### src/rtl/randomizer_check.sv
`default_nettype none
// ============================================================================
// Module   : randomizer_check
// Brief    : Locks onto a received randomizer word stream, then flags and
//            counts mismatches against its own free-running copy. Define
//            RANDOMIZER_CHECK_BIT_ERRORS_EN to count bit errors, not words.
// Revision : 1.0 - initial release
// ============================================================================
module randomizer_check #(
    parameter int OUTPUT_WIDTH = 32,
    parameter int LOCK_COUNT   = 4,
    parameter int LOSS_COUNT   = 3,
    parameter int ERR_WIDTH    = 16
) (
    input  logic                    clk,
    input  logic                    rst_n,
    input  logic [OUTPUT_WIDTH-1:0] chk_in,
    input  logic                    chk_valid,
    input  logic                    chk_clear,
    output logic                    chk_locked,
    output logic                    chk_error,
    output logic [ERR_WIDTH-1:0]    chk_err_count
);

    // Tap positions per supported width, as a bit mask over the current word.
    localparam logic [31:0] c_TAP_MASK =
        (OUTPUT_WIDTH == 8)  ? 32'h0000_0070 :
        (OUTPUT_WIDTH == 16) ? 32'h0000_A010 :
        (OUTPUT_WIDTH == 24) ? 32'h00C2_0000 :
                               32'h0040_0006;
    localparam logic [OUTPUT_WIDTH-1:0] c_TAPS = c_TAP_MASK[OUTPUT_WIDTH-1:0];

    localparam int c_INC_W = 6;
    localparam int c_SUM_W = ((ERR_WIDTH > c_INC_W) ? ERR_WIDTH : c_INC_W) + 1;
    localparam logic [c_SUM_W-1:0] c_ERR_MAX =
        {{(c_SUM_W-ERR_WIDTH){1'b0}}, {ERR_WIDTH{1'b1}}};
    localparam logic [7:0] c_LOCK = 8'(LOCK_COUNT);
    localparam logic [7:0] c_LOSS = 8'(LOSS_COUNT);

    typedef enum logic [0:0] {
        ST_UNLOCKED = 1'b0,
        ST_LOCKED   = 1'b1
    } state_t;

    // Sequence step: shift right with c[0] fed to the top, XNOR on taps;
    // the all-ones lock-up word is mapped to zero.
    function automatic logic [OUTPUT_WIDTH-1:0] step(input logic [OUTPUT_WIDTH-1:0] c);
        logic [OUTPUT_WIDTH-1:0] n;
        n = '0;
        n[OUTPUT_WIDTH-1] = c[0];
        for (int i = OUTPUT_WIDTH - 1; i >= 1; i--) begin
            n[i-1] = c_TAPS[i] ? ~(c[i] ^ c[0]) : c[i];
        end
        if (&n) begin
            n = '0;
        end
        return n;
    endfunction

    state_t                  r_state;
    state_t                  w_state_nxt;
    logic [OUTPUT_WIDTH-1:0] r_exp;
    logic [OUTPUT_WIDTH-1:0] w_exp_nxt;
    logic [7:0]              r_match;
    logic [7:0]              w_match_nxt;
    logic [7:0]              r_miss;
    logic [7:0]              w_miss_nxt;
    logic                    r_first;
    logic                    w_first_nxt;
    logic                    r_error;
    logic                    w_error_nxt;
    logic [ERR_WIDTH-1:0]    r_err_count;
    logic [ERR_WIDTH-1:0]    w_err_count_nxt;

    logic [OUTPUT_WIDTH-1:0] w_step_in;
    logic [OUTPUT_WIDTH-1:0] w_step_exp;
    logic                    w_mismatch;
    logic [7:0]              w_match_inc;
    logic [7:0]              w_miss_inc;
    logic [c_INC_W-1:0]      w_inc;
    logic [c_SUM_W-1:0]      w_sum;
    logic [ERR_WIDTH-1:0]    w_sat;

    assign w_step_in   = step(chk_in);
    assign w_step_exp  = step(r_exp);
    // The expected word can never be all ones, so an all-ones input always misses.
    assign w_mismatch  = (chk_in != r_exp) || (&chk_in);
    assign w_match_inc = r_match + 8'd1;
    assign w_miss_inc  = r_miss + 8'd1;

`ifdef RANDOMIZER_CHECK_BIT_ERRORS_EN
    function automatic logic [c_INC_W-1:0] popcount(input logic [OUTPUT_WIDTH-1:0] v);
        logic [c_INC_W-1:0] cnt;
        cnt = '0;
        for (int i = 0; i < OUTPUT_WIDTH; i++) begin
            cnt = cnt + {{(c_INC_W-1){1'b0}}, v[i]};
        end
        return cnt;
    endfunction

    logic [OUTPUT_WIDTH-1:0] w_diff;
    assign w_diff = chk_in ^ r_exp;
    assign w_inc  = popcount(w_diff);
`else
    assign w_inc  = {{(c_INC_W-1){1'b0}}, 1'b1};
`endif

    assign w_sum = c_SUM_W'(r_err_count) + c_SUM_W'(w_inc);
    assign w_sat = (w_sum > c_ERR_MAX) ? c_ERR_MAX[ERR_WIDTH-1:0] : w_sum[ERR_WIDTH-1:0];

    always_comb begin
        w_state_nxt     = r_state;
        w_exp_nxt       = r_exp;
        w_match_nxt     = r_match;
        w_miss_nxt      = r_miss;
        w_first_nxt     = r_first;
        w_error_nxt     = 1'b0;
        w_err_count_nxt = r_err_count;

        if (chk_valid) begin
            case (r_state)
                ST_UNLOCKED: begin
                    // Re-seed from the received word until enough words agree.
                    w_exp_nxt = w_step_in;
                    if (r_first) begin
                        w_first_nxt = 1'b0;
                        w_match_nxt = 8'd0;
                    end else if (!w_mismatch) begin
                        if (w_match_inc == c_LOCK) begin
                            w_state_nxt = ST_LOCKED;
                            w_match_nxt = 8'd0;
                        end else begin
                            w_match_nxt = w_match_inc;
                        end
                    end else begin
                        w_match_nxt = 8'd0;
                    end
                end
                ST_LOCKED: begin
                    w_exp_nxt = w_step_exp;
                    if (w_mismatch) begin
                        w_error_nxt     = 1'b1;
                        w_err_count_nxt = w_sat;
                        if (w_miss_inc == c_LOSS) begin
                            w_state_nxt = ST_UNLOCKED;
                            w_miss_nxt  = 8'd0;
                            w_first_nxt = 1'b1;
                        end else begin
                            w_miss_nxt = w_miss_inc;
                        end
                    end else begin
                        w_miss_nxt = 8'd0;
                    end
                end
                default: begin
                    w_state_nxt = ST_UNLOCKED;
                end
            endcase
        end

        if (chk_clear) begin
            w_error_nxt     = 1'b0;
            w_err_count_nxt = '0;
        end
    end

    always_ff @(posedge clk or negedge rst_n) begin
        if (!rst_n) begin
            r_state     <= ST_UNLOCKED;
            r_exp       <= '0;
            r_match     <= 8'd0;
            r_miss      <= 8'd0;
            r_first     <= 1'b1;
            r_error     <= 1'b0;
            r_err_count <= '0;
        end else begin
            r_state     <= w_state_nxt;
            r_exp       <= w_exp_nxt;
            r_match     <= w_match_nxt;
            r_miss      <= w_miss_nxt;
            r_first     <= w_first_nxt;
            r_error     <= w_error_nxt;
            r_err_count <= w_err_count_nxt;
        end
    end

    assign chk_locked    = (r_state == ST_LOCKED);
    assign chk_error     = r_error;
    assign chk_err_count = r_err_count;

endmodule
`default_nettype wire

### config.mk
export PLATFORM = sky130hd
export DESIGN_NAME = randomizer_check
export DESIGN_NICKNAME = d
export VERILOG_FILES = /design/src/rtl/randomizer_check.sv
export SDC_FILE = /design/constraint.sdc
export NUM_CORES = 1
export LEC_CHECK = 0
export ABC_CLOCK_PERIOD_IN_PS = 2800
export BUFFER_PORTS_ARGS = -buffer_cell sky130_fd_sc_hd__buf_2
export CAP_MARGIN = 20
export CORE_ASPECT_RATIO = 0.75
export CORE_UTILIZATION = 40
export DETAILED_ROUTE_END_ITERATION = 6
export SYNTH_ARGS = -nofsm -noshare
export SYNTH_HDL_FRONTEND = slang
export SYNTH_SLANG_ARGS = --single-unit
### constraint.sdc
create_clock -name clk -period 2.8 [get_ports clk]
set_input_delay 0.14 -clock clk [delete_from_list [all_inputs] [get_ports clk]]
set_output_delay 0.14 -clock clk [all_outputs]
set_load 0.02 [all_outputs]
==> summary.txt, run 1 <==
Run status
  • Outcome: complete, no violations

Drt
  • Drt initial violations: 295
  • Met3 WL: 770 um
  • Length of routed met2 wiring: 4790 um
  • DR top layer: met4
  • Per-cell routed wire length: 17.6 um
  • Post-route ant nets: 0
  • DRT Pass-1 Iters: 4
  • Post-Route M1 WL: 5630 um
  • Via count: 3,704
  • WL final: 11,300 um
  • Number of vias per cell: 5.78
  • DRC: 0

Critical path
  • R2R depth: 8
  • CP startpoint kind: flip-flop
  • Critical Path RT: 3.03 ns
  • Kind of critical path: flip-flop to flip-flop
  • CP arrival: 2.83 ns
  • CP Max Fanout: 9
  • Crit end category: flip-flop

Clock tree
  • Skew-Pair Late Insertion Delay: 0.33 ns
  • Clock sink count: 67
  • CTS Buffer Depth: 2
  • Root Buffer: clkbuf_16
  • CTS buffer count: 9
  • CTS tree: built
  • CTS H-Tree Depth: 3
  • Clk pin slew, worst setup/hold paths: 0.06 ns

Synth
  • Yosys top cell area share: 38.6%
  • Syn_nets: 491
  • Yosys cell types: 66
  • Synthesized instance count: 449
  • Yosys Warn Count: 0
  • Dominant cells by area after synthesis: dfrtp_1 39%, xnor2_1 8.6%, a22oi_1 5.4%, o21ai_0 4.0%, inv_1 3.4%
  • Post-synthesis register bit count: 67
  • EDFF count, synth: 0
  • Main flop type after synthesis: dfrtp_1
  • Post-Syn Area per Cell: 9.53 um2
  • Synth area leader: dfrtp_1
  • Synth Cell Area: 0.00428 mm2
  • Register area share after synthesis: 39.2%
  • Synth async-reset ratio: 100%

Timing
  • Final hold vios: 0
  • Final Cycle Share: 92.8%
  • Setup Viol. Count Final: 0
  • RSZ-0062 raised after global routing: false
  • Max_slew headroom: 45.5%
  • Worst Max-Slew Pin Slew: 0.818 ns
  • Clk_skew: 0.00737 ns
  • Setup TNS: 0 ns
  • Slew Limit Fails: 0
  • Tmin final: 2.60 ns
  • Fmax: 385 MHz

Layout
  • NumNets Final: 542
  • Area growth syn-to-layout: 16.6%
  • Inserted Diodes: 0
  • Most common cell after layout, fill and taps aside: dfrtp_1
  • Most frequent cells in the layout: 66 x dfrtp_1, 53 x buf_2, 41 x xnor2_1
  • Finished Cell Area: 0.00499 mm2
  • Ratio of cells with drive above 1 in the final layout: 22.0%

GRT
  • Vias in the first global route: 3,665
  • GRT Overall Usage: 21.8%
  • Largest net degree at the start of global routing: 37
  • Initial antenna violation count: 0
  • Remaining global-route overflow: 0
  • First-pass GRT wire length: 18,900 um

Floorplan
  • Core footprint: 0.0103 mm2
  • Initial cell density of the core: 41.4%
  • Die X: 121 um
  • Die ar.: 0.0111 mm2
  • Die height: 91.6 um
  • Row cnt: 32
  • I/O pins: 54

Pwr
  • Comb pwr share: 10.1%
  • Static leakage: 0.00210 uW
  • NetSw: 644 uW
  • Part of the power in registers: 41.8%
  • Pwr/cell area: 515 mW/mm2
  • Maximum vdd drop: 0.293 mV
  • Cell-internal power: 1930 uW
  • Switching share of power: 25.1%
  • Clock share of power: 48.1%

Worst hold path
  • Hold path depth: 3
  • Worst hold-check path type: primary input to flip-flop

Placement
  • IO buf count: 53
  • Dpl cell area: 0.00464 mm2
  • Routability Congestion: 0.900
  • DP HPWL: 8160 um

Run
  • Max cap viols: 0
-- cell type report --
cell class              count  area, um2
flip-flops and latches     67       1680
repair buffers             63        355
multi-input cells         320       2310
well taps                 136        170
clock inverters             6       88.8
inverters                  39        146
fillers                   977       5340
clock buffers              10        239
-- power groups by stage --
stage / sequential (uW) / combinational [uW] / clock [uW]
floorplan: 1070 / 150 / 0
global placement: 1080 / 254 / 0
detailed placement: 1090 / 255 / 0
CTS: 1070 / 257 / 1260
global route: 1080 / 288 / 1300
finish: 1070 / 260 / 1240
-- registers in the layout, indices dropped and copies added (netlist names) --
register and cells:
chk_error 1, r_first 1, chk_err_count 16, r_match 8, chk_locked 1, r_exp 32, r_miss 8
-- worst paths after layout --
check	startpoint	endpoint	slack (ns)
setup / recovery	chk_err_count[0]	chk_err_count[7]	0.20
hold / removal	chk_in[21]	r_exp[20]	0.1
setup reg to reg	chk_err_count[0]	chk_err_count[7]	0.20
hold reg to reg	r_first	r_first	0.51
max in group asynchronous	rst_n	r_exp[7]	1.70
min in group asynchronous	rst_n	chk_err_count[15]	0.43
-- cell families after synthesis --
family / synth area share, %
xor gates and xnor gates: 8.80
muxes: 0.497
buffers and inverters: 7.28
AOI/OAI and AO/OA: 21.6
adders and majority gates: 1.75
and+or+nand+nor: 20.9
DFF: 39.2
-- cells in the mapped netlist, types with 7 or more instances --
library cell and number:
a22oi_1 31, a31oi_1 9, xnor2_1 42, inv_1 39, dfrtp_1 66, nor2_1 21, nand4_1 23, a22o_1 7
nand3_1 19, clkbuf_1 11, nor3_1 7, o21ai_0 34, a21oi_1 12, nand2_1 20, o31ai_1 8
-- critical path: stages, from the launching register on --
cell and delay [ns]:
dfrtp_1 0.52, inv_1 0.11, ha_1 0.32, or3_2 0.46
nor3_2 0.19, nand3b_4 0.10, nor4_4 0.35, nor3_4 0.14
a221oi_2 0.29
-- per-layer routing --
layer | global-route usage (%) | vias to the layer above
met1 | 32.7 | 1822
met5 | 0 | -
met4 | 5.56 | 0
met3 | 5.72 | 9
met2 | 30.6 | 106
li1 | - | 1767
-- per-stage QoR --
stage | utilization, % | instances | hold WS (ns) | total power [uW] | setup WS, ns
floorplan | - | 449 | -0.156 | 1220 | 0.351
global placement | 44.9 | 624 | 0.276 | 1340 | 0.302
detailed placement | 44.9 | 624 | 0.275 | 1340 | 0.208
CTS | 48.2 | 641 | 0.0896 | 2590 | 0.162
global route | 48.3 | 641 | 0.113 | 2670 | 0.0117
finish | 48.3 | 641 | 0.0983 | 2570 | 0.202
-- what timing repair did --
action                                 in CTS  in global routing
endpoints found under the hold margin      31                  0
gates resized for setup                     0                  2
buffers inserted                            0                  0
hold buffers                                1                  0
setup endpoints to repair                   0                  6
(Power assumes the default switching activity.)
==> inputs of run 2 (changes only) <==
Settings changed: ABC_AREA set to 1.
==> summary.txt, run 2 <==
Timing
  • Setup Viol. Count Final: 0
  • Final Cycle Share: 77.6%
  • Slew Limit Fails: 0
  • Clk_skew: 0.00666 ns
  • Final Worst Setup Slack: 0.628 ns
  • Max_slew headroom: 48.0%
  • Tmin final: 2.17 ns
  • RSZ-0062 raised after global routing: false
  • Setup TNS: 0 ns
  • Worst Max-Slew Pin Slew: 0.779 ns
  • Final hold vios: 0
  • Fmax: 460 MHz

GRT
  • Largest net degree at the start of global routing: 36
  • First-pass GRT wire length: 19,900 um
  • Vias in the first global route: 3,962
  • Remaining global-route overflow: 0
  • GRT Overall Usage: 21.4%
  • Initial antenna violation count: 0

Critical path
  • CP startpoint kind: flip-flop
  • R2R depth: 11
  • Flop2flop setup slack: 0.63 ns
  • Crit end category: flip-flop
  • Critical Path RT: 3.07 ns
  • Reg-to-Reg Start: chk_err_count[0]
  • CP arrival: 2.44 ns
  • CP Max Fanout: 11
  • Kind of critical path: flip-flop to flip-flop
  • Worst R2R End: chk_err_count[10]

Drt
  • DRC: 4
  • WL final: 11,900 um
  • Post-route ant nets: 0
  • DRT Pass-1 Iters: 7
  • Number of vias per cell: 5.25
  • Per-cell routed wire length: 14.3 um
  • Drt initial violations: 293
  • Via count: 4,357

Synth
  • Most frequent cell after synthesis: nand2_1
  • Synth Cell Area: 0.00454 mm2
  • Synth async-reset ratio: 100%
  • Post-Syn Area per Cell: 7.12 um2
  • Yosys top cell area share: 36.4%
  • Synth cell count leaders: 213 x nand2_1, 106 x nand3_1, 66 x dfrtp_1
  • Register area share after synthesis: 37.0%
  • EDFF count, synth: 0
  • Synth area leader: dfrtp_1
  • Post-synthesis register bit count: 67
  • Syn_nets: 679
  • Yosys cell types: 35
  • Yosys Warn Count: 0
  • Dominant cells by area after synthesis: dfrtp_1 36%, nand2_1 18%, nand3_1 12%, xnor2_1 6.4%, inv_1 4.2%
  • Synthesized instance count: 637
  • Main flop type after synthesis: dfrtp_1

Layout
  • NumNets Final: 729
  • Ratio of cells with drive above 1 in the final layout: 15.4%
  • Fillers: 1,086
  • Finished Cell Area: 0.00520 mm2
  • Max reg flops: 32
  • Area growth syn-to-layout: 14.6%
  • Most flops, register: r_exp
  • Most frequent cells in the layout: 213 x nand2_1, 106 x nand3_1, 66 x dfrtp_1
  • Inserted Diodes: 0
  • Most common cell after layout, fill and taps aside: nand2_1

Placement
  • Dpl cell area: 0.00491 mm2
  • Routability Congestion: 0.919
  • Pre-CTS setup slack: 0.637 ns
  • IO buf count: 53
  • DP HPWL: 8870 um

Floorplan
  • Die ar.: 0.0118 mm2
  • I/O pins: 54
  • Row cnt: 33
  • Core footprint: 0.0110 mm2
  • Initial cell density of the core: 41.3%
  • Die X: 125 um
  • Die height: 94.2 um

Run status
  • Failing checks: design-rule violations
  • Outcome: finished with violations

Clock tree
  • Clk pin slew, worst setup/hold paths: 0.06 ns
  • CTS Buffer Depth: 2
  • CTS tree: built
  • CTS H-Tree Depth: 3
  • CTS buffer count: 9
  • Clock sink count: 67
  • Root Buffer: clkbuf_16
  • Skew-Pair Late Insertion Delay: 0.33 ns
  • Post CTS Setup Buffer Count: 0

Worst hold path
  • Worst hold-check path type: primary input to flip-flop
  • Hold path start: chk_in[15]
  • Hold path depth: 3
  • Hold EP: r_exp[14]

Run
  • Max cap viols: 0

Pwr
  • Static leakage: 0.00253 uW
  • Maximum vdd drop: 0.283 mV
  • Pwr Total: 2450 uW
  • Pwr/cell area: 470 mW/mm2
-- run 2: cell types whose count changed in the layout (fill, tap and decap cells not counted), moves of 9 or more --
| cell | before | now |
|---|---|---|
| a22oi_1 | 31 | 0 |
| inv_1 | 39 | 51 |
| nand3_2 | 2 | 12 |
| nand3_1 | 19 | 106 |
| a21oi_1 | 12 | 3 |
| nor2_1 | 21 | 46 |
| o21ai_0 | 34 | 7 |
| nand2_1 | 20 | 213 |
-- run 2: area by class of cell --
cell class	instances	area (um2)	share of cell area, %
clock buffers	11	243	4.67
multi-input cells	497	2550	49.1
repair buffers	59	313	6.01
inverters	53	199	3.82
well taps	140	175	3.37
clock inverters	3	40.0	0.770
flip-flops and latches	67	1680	32.3
-- run 2: logic make-up (layout without fill, tap and decap cells) --
| group | after synthesis | after routing | synth area share, % |
|---|---|---|---|
| simple gates | 421 | 421 | 42.6 |
| buf+inv | 73 | 126 | 6.73 |
| flops | 67 | 67 | 37.0 |
| xor+xnor | 41 | 41 | 7.92 |
| compound gates | 29 | 29 | 4.08 |
| fa+ha+maj | 6 | 6 | 1.65 |
-- run 2: critical path, cell delays in order, from the launching register on --
cell and delay, ns:
dfrtp_1 0.45, ha_1 0.26, nand3_1 0.16, nor2_1 0.25, nand3_1 0.10, nand2_1 0.07
nand2_1 0.08, nor2_1 0.15, nand3_2 0.30, nand3_1 0.17, nand2_1 0.06, nand2_1 0.06
-- run 2: how the worst max path moves through the flow --
stage,slack [ns],start,endpoint
floorplan,0.94,chk_err_count[1],chk_err_count[1]
global route,0.34,chk_err_count[0],chk_err_count[11]
CTS,0.62,chk_err_count[0],chk_err_count[10]
detailed placement,0.64,chk_err_count[1],chk_err_count[10]
finish,0.63,chk_err_count[0],chk_err_count[10]
global placement,0.67,chk_err_count[0],chk_err_count[10]
-- run 2: routing by layer --
| layer | wire (um) | part of all wire (%) | global-route usage, % |
|---|---|---|---|
| met5 | 0 | 0 | 0 |
| met4 | 130 | 1.1 | 6.71 |
| met3 | 853 | 7.2 | 5.30 |
| met2 | 4890 | 41 | 30.7 |
| met1 | 6030 | 51 | 31.3 |
-- run 2: timing repair --
action                    in CTS  in global routing
hold endpoints to repair      33                  0
hold buffers                   1                  0
gates resized for setup        0                  0
-- run 2: report_power, final --
part,internal [uW],switching (uW),total (uW)
clock network,700,404,1100
registers,1010,59.2,1070
logic,113,158,271
total,1830,620,2450
-- run 2: metrics by stage --
step / hold slack [ns] / utilization, % / std cells
after floorplan: -0.156 / - / 637
after global placement: 0.264 / 44.7 / 815
after detailed placement: 0.267 / 44.7 / 815
after CTS: 0.0853 / 47.4 / 830
after global routing: 0.100 / 47.4 / 830
final: 0.0932 / 47.4 / 830
==> inputs of run 3 (changes only) <==
Settings changed: ABC_AREA 1 to 0, ABC_CLOCK_PERIOD_IN_PS 2800 to 1900.
Clock period 2.8 ns to 1.9 ns, I/O delays scaled along.
==> summary.txt, run 3 (synthesized netlist as in run 1, its figures left out) <==
Run
  • Max cap viols: 0

Layout
  • Footprint of the multi-input gates: 0.00286 mm2
  • Most frequent cells in the layout: 132 x buf_4, 59 x dfrtp_1, 53 x buf_2
  • Inserted Diodes: 0
  • Area growth syn-to-layout: 60.6%
  • Ratio of cells with drive above 1 in the final layout: 53.4%
  • NumNets Final: 700
  • Max reg flops: 32
  • Most flops, register: r_exp
  • Fillers: 779
  • Reg area: 0.00169 mm2
  • Post-layout util: 66.5%
  • Most common cell after layout, fill and taps aside: buf_4

Drt
  • Number of vias per cell: 5.59
  • Drt initial violations: 345
  • Per-cell routed wire length: 18.2 um
  • Via count: 4,468
  • Post-route ant nets: 0
  • DRT Pass-1 Iters: 4
  • DRC: 0
  • WL final: 14,500 um

Pwr
  • Comb pwr share: 16.8%
  • Maximum vdd drop: 0.409 mV
  • Cell-internal power: 2870 uW
  • NetSw: 1060 uW
  • Clock share of power: 43.8%
  • Part of the power in registers: 39.3%
  • Switching share of power: 26.9%
  • Static leakage: 0.00301 uW
  • Pwr/cell area: 572 mW/mm2

Critical path
  • Worst R2R End: chk_err_count[6]
  • Reg-to-Reg Start: chk_err_count[0]
  • Critical Path RT: 2.15 ns
  • CP startpoint kind: flip-flop
  • Flop2flop setup slack: -0.33 ns
  • Crit end category: flip-flop
  • Kind of critical path: flip-flop to flip-flop
  • CP Max Fanout: 5
  • R2R depth: 10
  • CP arrival: 2.48 ns

Timing
  • Slew Limit Fails: 0
  • Fmax: 448 MHz
  • Final hold vios: 0
  • Worst Max-Slew Pin Slew: 0.594 ns
  • RSZ-0062 raised after global routing: true
  • Final Cycle Share: 117%
  • Fin Hold WS: 0.115 ns
  • Max_slew headroom: 60.4%
  • Setup Viol. Count Final: 48
  • Final Worst Setup Slack: -0.331 ns
  • Tmin final: 2.23 ns
  • Clk_skew: 0.00816 ns

GRT
  • First-pass GRT wire length: 22,200 um
  • Remaining global-route overflow: 0
  • GRT Overall Usage: 26.1%
  • Largest net degree at the start of global routing: 46
  • Vias in the first global route: 4,314
  • Initial antenna violation count: 0

Placement
  • DP HPWL: 9550 um
  • IO buf count: 53
  • Routability Congestion: 0.869

Floorplan
  • Row cnt: 32
  • Core footprint: 0.0103 mm2
  • Die X: 121 um
  • I/O pins: 54
  • Die height: 91.6 um
  • Initial cell density of the core: 41.4%
  • Die ar.: 0.0111 mm2

Clock tree
  • Skew-Pair Late Insertion Delay: 0.34 ns
  • Clk pin slew, worst setup/hold paths: 0.06 ns
  • Root Buffer: clkbuf_16
  • CTS H-Tree Depth: 3
  • CTS buffer count: 9
  • CTS Buffer Depth: 2
  • Clock sink count: 67
  • CTS tree: built

Worst hold path
  • Worst hold-check path type: primary input to flip-flop
  • Hold EP: r_exp[17]
  • Hold path depth: 4
  • Hold path start: chk_in[18]

Run status
  • Outcome: finished with violations
  • Failing checks: negative setup slack
## run 3: cell types whose count changed in the layout (fill, tap and decap cells not counted), sizes merged, moves of 22 or more
cell / before / now
a22oi: 0 / 31
buf: 58 / 218
nand2: 220 / 20
nand3: 118 / 21
nor2: 55 / 21
o21ai: 13 / 35
## run 3: area by class of cell
type,instances,share of cell area (%)
clock inverter,6,0.929
inverter,39,2.13
timing repair buffer,221,24.9
sequential,67,24.5
multi-input combinational,320,41.6
tap,136,2.48
clock buffer,10,3.48
## run 3: critical path: stages (launching register included)
cell      delay [ns]
dfrtp_2         0.45
inv_2           0.09
ha_4            0.20
or3_4           0.34
nor3_4          0.16
nand3b_4        0.10
nor4_4          0.23
buf_4           0.18
nor3_4          0.04
buf_6           0.13
a211oi_2        0.23
## run 3: how the worst max path moves through the flow
stage | from | endpoint | slack, ns
3_5_place_dp | r_exp[1] | chk_err_count[2] | -0.44
3_3_place_gp | r_exp[1] | chk_err_count[2] | -0.33
2_1_floorplan | chk_err_count[0] | chk_err_count[7] | -0.33
5_1_grt | chk_err_count[3] | chk_err_count[7] | -0.47
4_1_cts | chk_err_count[0] | chk_err_count[8] | -0.32
6_report | chk_err_count[0] | chk_err_count[6] | -0.33
## run 3: power groups by stage
stage / Clock, uW / Combinational [uW] / Sequential (uW)
after global placement: 0 / 558 / 1560
after detailed placement: 0 / 565 / 1560
after floorplan: 0 / 222 / 1580
after CTS: 1740 / 605 / 1540
after global routing: 1790 / 712 / 1550
final: 1720 / 662 / 1550
## run 3: timing repair
item | 4_1_cts | 5_1_grt
resized for setup | 74 | 93
gates cloned | 3 | 2
setup endpoints to repair | 65 | 66
endpoints found under the hold margin | 22 | 0
pin swaps | 38 | 25
setup buffers | 14 | 13
hold buffers | 1 | 0
## run 3: layer usage
layer / global-route usage [%] / share of wire [%]
met1: 37.7 / 46
met4: 6.28 / 1.6
met2: 39.4 / 47
met5: 0 / 0
met3: 5.53 / 5.1
## run 3: per-stage QoR
step           area [um2]  setup WS, ns  std cells  total power (uW)  setup TNS (ns)
4_1_cts              6470        -0.321        787              3880           -5.19
3_5_place_dp         5680        -0.445        753              2130           -9.46
5_1_grt              6870        -0.467        799              4060          -13.56
2_1_floorplan        4320        -0.331        449              1800           -2.82
6_report             6870        -0.331        799              3930           -7.23
3_3_place_gp         5680        -0.333        753              2120           -6.66
